[config.mk]
export PLATFORM = sky130hd
export DESIGN_NAME = btb_commit_update_gen
export DESIGN_NICKNAME = d
export VERILOG_FILES = /design/src/rtl/rv32i_types.sv /design/src/rtl/sat_counter32.sv /design/src/rtl/btb_commit_update_gen.sv
export SDC_FILE = /design/constraint.sdc
export NUM_CORES = 2
export LEC_CHECK = 0
export CORE_ASPECT_RATIO = 0.7
export CORE_MARGIN = 2
export CORE_UTILIZATION = 55
export CTS_CLUSTER_SIZE = 14
export DETAILED_ROUTE_END_ITERATION = 8
export PLACE_DENSITY_LB_ADDON = 0.08
export SYNTH_ARGS = -nofsm -noshare
export SYNTH_HDL_FRONTEND = slang
export SYNTH_SLANG_ARGS = --single-unit
[constraint.sdc]
create_clock -name clk -period 5.9 [get_ports clk]
set_input_delay 1.475 -clock clk [delete_from_list [all_inputs] [get_ports clk]]
set_output_delay 1.475 -clock clk [all_outputs]
set_load 0.02 [all_outputs]
[src/rtl/rv32i_types.sv]
// Shared RV32I pipeline types: ROB sizing, the ROB-to-BTB update packet and
// the per-ROB-slot branch training record.
package rv32i_types;

  localparam int unsigned ROB_DEPTH         = 16;
  localparam int unsigned ROB_IDX_BITS      = 4;
  localparam int unsigned GSHARE_DEPTH_BITS = 10;

  typedef struct packed {
    logic [31:0]                  pc;
    logic [31:0]                  pred_branch_address;
    logic                         branch_inst;
    logic                         jal_inst;
    logic                         branch_resol;
    logic                         branch_update;
    logic [GSHARE_DEPTH_BITS-1:0] gshare_index;
    logic                         ready;
    logic                         valid;
  } rob_to_btb_bus;

  typedef struct packed {
    logic                         alloc;
    logic                         resolved;
    logic                         is_branch;
    logic                         is_jal;
    logic [31:0]                  pc;
    logic                         pred_taken;
    logic [31:0]                  pred_target;
    logic [GSHARE_DEPTH_BITS-1:0] gshare_index;
    logic                         act_taken;
    logic [31:0]                  act_target;
  } btb_commit_entry_t;

  // Wrong direction, or right direction (taken) with a wrong target.
  function automatic logic is_mispredict(input btb_commit_entry_t e);
    return (e.pred_taken != e.act_taken) ||
           (e.act_taken && (e.pred_target != e.act_target));
  endfunction

endpackage

[src/rtl/sat_counter32.sv]
// 32-bit event counter that sticks at all-ones instead of wrapping.
module sat_counter32 (
  input  logic        clk,
  input  logic        rst,
  input  logic        inc,
  output logic [31:0] count
);

  always_ff @(posedge clk) begin
    if (rst) begin
      count <= '0;
    end else if (inc && (count != '1)) begin
      count <= count + 32'd1;
    end
  end

endmodule

[src/rtl/btb_commit_update_gen.sv]
// Collects dispatch-time predictions and out-of-order resolutions per ROB slot,
// then emits one predictor update packet (and any mispredict flush) per commit.
module btb_commit_update_gen
  import rv32i_types::*;
(
  input  logic                         clk,
  input  logic                         rst,
  input  logic                         disp_valid,
  input  logic [ROB_IDX_BITS-1:0]      disp_rob_id,
  input  logic [31:0]                  disp_pc,
  input  logic                         disp_is_branch,
  input  logic                         disp_is_jal,
  input  logic                         disp_pred_taken,
  input  logic [31:0]                  disp_pred_target,
  input  logic [GSHARE_DEPTH_BITS-1:0] disp_gshare_index,
  input  logic                         res_valid,
  input  logic [ROB_IDX_BITS-1:0]      res_rob_id,
  input  logic                         res_taken,
  input  logic [31:0]                  res_target,
  input  logic                         commit_valid,
  input  logic [ROB_IDX_BITS-1:0]      commit_rob_id,
  output logic                         commit_ready,
  input  logic                         flush_i,
  output rob_to_btb_bus                upd_o,
  output logic                         flush_o,
  output logic [31:0]                  flush_pc_o,
  output logic [31:0]                  branch_count_o,
  output logic [31:0]                  mispredict_count_o
);

  btb_commit_entry_t entries [ROB_DEPTH];
  btb_commit_entry_t head;
  logic              commit_fire;
  logic              commit_mis;
  logic              res_ok;

  always_comb begin
    head         = entries[commit_rob_id];
    commit_fire  = commit_valid && head.alloc && head.resolved;
    commit_mis   = commit_fire && is_mispredict(head);
    commit_ready = !(commit_valid && head.alloc && !head.resolved);
    // Dispatch to the same slot wins; a slot freed by this cycle's commit stays free.
    res_ok = res_valid && entries[res_rob_id].alloc &&
             !(disp_valid && (disp_rob_id == res_rob_id)) &&
             !(commit_fire && (commit_rob_id == res_rob_id));
  end

  always_ff @(posedge clk) begin
    if (rst) begin
      for (int unsigned i = 0; i < ROB_DEPTH; i++) begin
        entries[i].alloc    <= 1'b0;
        entries[i].resolved <= 1'b0;
      end
      upd_o      <= '0;
      flush_o    <= 1'b0;
      flush_pc_o <= '0;
    end else begin
      upd_o   <= '0;
      flush_o <= 1'b0;

      if (commit_fire) begin
        upd_o.valid               <= 1'b1;
        upd_o.ready               <= 1'b1;
        upd_o.pc                  <= head.pc;
        upd_o.pred_branch_address <= head.act_target;
        upd_o.branch_inst         <= head.is_branch;
        upd_o.jal_inst            <= head.is_jal;
        upd_o.branch_resol        <= head.act_taken;
        upd_o.branch_update       <= head.act_taken;
        upd_o.gshare_index        <= head.gshare_index;
        flush_o                   <= commit_mis;
        if (commit_mis) begin
          flush_pc_o <= head.act_taken ? head.act_target : head.pc + 32'd4;
        end
        entries[commit_rob_id].alloc    <= 1'b0;
        entries[commit_rob_id].resolved <= 1'b0;
      end

      // Flush clears every slot after the commit above has been captured.
      if (flush_i) begin
        for (int unsigned i = 0; i < ROB_DEPTH; i++) begin
          entries[i].alloc    <= 1'b0;
          entries[i].resolved <= 1'b0;
        end
      end else begin
        if (res_ok) begin
          entries[res_rob_id].resolved   <= 1'b1;
          entries[res_rob_id].act_taken  <= res_taken || entries[res_rob_id].is_jal;
          entries[res_rob_id].act_target <= res_target;
        end
        if (disp_valid) begin
          assert (!entries[disp_rob_id].alloc ||
                  (commit_fire && (commit_rob_id == disp_rob_id)));
          entries[disp_rob_id].alloc        <= 1'b1;
          entries[disp_rob_id].resolved     <= 1'b0;
          entries[disp_rob_id].is_branch    <= disp_is_branch;
          entries[disp_rob_id].is_jal       <= disp_is_jal;
          entries[disp_rob_id].pc           <= disp_pc;
          entries[disp_rob_id].pred_taken   <= disp_pred_taken;
          entries[disp_rob_id].pred_target  <= disp_pred_target;
          entries[disp_rob_id].gshare_index <= disp_gshare_index;
          entries[disp_rob_id].act_taken    <= 1'b0;
          entries[disp_rob_id].act_target   <= '0;
        end
      end
    end
  end

  sat_counter32 u_branch_cnt (
    .clk   (clk),
    .rst   (rst),
    .inc   (commit_fire),
    .count (branch_count_o)
  );

  sat_counter32 u_mispredict_cnt (
    .clk   (clk),
    .rst   (rst),
    .inc   (commit_mis),
    .count (mispredict_count_o)
  );

endmodule

==> impl_metrics.toml <==
[synthesis]
async_reset_ff_frac = 0
syn_inst = 6341
synth_edf_count = 1232
ys.flop_type = "edfxtp_1"
avgSynthCellArea_sq_um = 13.72
yosys.cell_types.count = 77
ys_warn_count = 0
ys_ff_latch = 1967
ys_seq_area_frac = 0.5944
synth_area_sq_um = 87000
synth_nets = 6472

[timing]
worstMarginPinSlew_ns = 1.034
fin_crit_sh = 0.9098
fin_skew_ns = 0.02185
setup_viol = 0
rsz0062_at_grt = "false"
setup_ws_ns = 0.5323
hold_viol_final = 0
fmax_mhz = 186.3
timing.final.crit_period_ns = 5.368
drv_slew = 0
slew_headroom = 0.3106
finalSetupTns_ns = 0

[clock_network]
cts_sinks = 1967
cts.clk_slew.worst_paths_ns = 0.06
ctsResizeCount = 0
cts_buffers = 186
post_cts_buffers = 0
cts-hold-fix-buffers = 0
h-tree-depth = 4
insertion_delay_ns = 0.83
root_buffer = "clkbuf_16"
cts_buffer_depth = 3
cts_tree = "built"

[power_and_ir_drop]
peakVddDrop_mv = 0.2860
p_leak_uw = 0.03416
total_power_uw = 27690
pwr_density_cell_nw_per_um2 = 280.2

[floorplan]
core_area_sq_um = 157500
start_util = 0.5523
dieArea_sq_um = 161400
die_w_um = 479.4
num_rows = 122
die_h_um = 336.8
pin_count = 306

[critical_path]
cp-end-kind = "output port"
crit_path_frequent_cell = "mux4_2"
cp-start-kind = "primary input"
crit_path_max_fanout = 36
max_stage_delay_ns = 0.61
worstPathArrival_ns = 3.89
crit_type = "in2out"
required_ns = 4.43
crit_path_top_delay_cell = "clkdlybuf4s50_1"
path_cells = "buf_8 -> mux4_2 -> mux4_2 -> nand3b_1 -> clkdlybuf4s50_1"

[final_layout]
nets = 6614
drive_gt1_frac = 0.1613
fill_cells = 11810
stdcell_count = 8756
final_util = 0.6273
multi_input_area_sq_um = 32580
syn2layout_area_growth_pct = 13.59
seq_area_sq_um = 51710

[placed_design]
portBuffers = 305
place_ws_ns = 0.4280
dp.cells = 8403
gp_congestion = 0.8685
dp_hpwl_mm = 145.7

[route]
drt_iter0_markers = 5376
drt-pass1-iter-count = 5
ant_nets = 0
post_drt_via_cell_ratio = 5.981
drt_wl_total_mm = 240.8
wire_per_inst_um = 27.50
drc = 0
vias = 52370

[global_routing]
grt_max_degree = 121
grt_pass1_vias = 51880
gr-total-overflow = 0
antenna_found_initial = 17
grt_usage = 0.2995
grt_pass1_wl_mm = 354.1

[worst_hold_path]
hold_class = "reg2reg"

[job]
cap_viol_max_count = 0

[outcome]
status = "finished clean"
==> worst paths after layout <==
path,startpoint,endpoint,slack [ns],cells after the start
worst max-delay path,commit_rob_id[0],commit_ready,0.53,5
worst min-delay path,entries[6][110],entries[6][110],0.46,2
worst max register to register,entries[15][111],entries[4][18],2.25,10
worst min register to register,entries[6][110],entries[6][110],0.46,2
==> power breakdown <==
| group | internal [uW] | switching, uW |
|---|---|---|
| logic | 436 | 777 |
| clock network | 6680 | 5250 |
| registers | 14500 | 19.7 |
| total | 21600 | 6050 |
==> registers in the layout, summed over array words and instances (netlist names) <==
name,flops
entries,1792
flush_o,1
flush_pc_o,32
u_branch_cnt.count,32
u_mispredict_cnt.count,32
upd_o,78
==> cells by family after synthesis <==
family,synth area share
buffers and inverters,0.03350
xor gates and xnor gates,0.009463
AOI/OAI and AO/OA,0.03114
and+or+nand+nor,0.1422
DFF,0.5944
muxes,0.1889
adders and majority gates,0.0004315
==> cells in the final DEF, fill, tap and decap left out, types with 33 or more instances in the layout <==
cell / instances
and3_1: 37
a21oi_1: 95
edfxtp_1: 1232
clkdlybuf4s50_1: 300
a22oi_1: 101
dfxtp_1: 735
o21ai_0: 47
nand4_1: 33
clkinv_2: 36
mux2i_1: 535
nor2_1: 636
a22o_1: 33
mux4_2: 477
xor2_1: 61
clkbuf_1: 51
and2_1: 1242
nand2_1: 119
nand3_1: 36
buf_12: 89
buf_4: 139
clkbuf_16: 194
xnor2_1: 33
==> critical path: cells and delay by family <==
kind / cells / cell delay (ns)
muxes: 2 / 1.10
buffers and inverters: 2 / 0.94
and+or+nand+nor: 1 / 0.28
==> stage by stage <==
stage / instance area, sq um / hold WS [ns]
after floorplan: 87000 / 0.4331
after global placement: 92820 / 0.4437
after detailed placement: 92820 / 0.4520
after CTS: 98800 / 0.4623
after global routing: 98810 / 0.4832
final: 98820 / 0.4614
==> cells in the mapped netlist (37+ instances only) <==
master       n  share of area
xor2_1      61         0.0061
edfxtp_1  1232           0.43
mux2i_1    535          0.062
mux4_2     477           0.12
a21oi_1     95         0.0055
dfxtp_1    735           0.17
and3_1      41         0.0029
a22oi_1    101         0.0087
clkbuf_1   380          0.016
and2_1    1243          0.089
nand2_1    129         0.0056
nor2_1     649          0.028
nand3_1     37         0.0021
o21ai_0     47         0.0027
buf_2      103         0.0059
==> layout make-up <==
type                            count  share of cell area
Clock buffer                      274             0.05504
Sequential cell                  1967              0.5233
Timing Repair Buffer              530             0.05928
Tap cell                         2108             0.02669
Clock inverter                     70            0.005482
Multi-Input combinational cell   3789              0.3297
Inverter                            9           0.0003419
Antenna cell                        9           0.0002279
==> routing by layer <==
metal  wire length [um]  global-route usage
met1             102200              0.4243
met2             111500              0.4713
met3              18320             0.04808
met4               8675              0.1087
met5                 22                   0
Note: power is estimated with default switching activity, not from simulation.
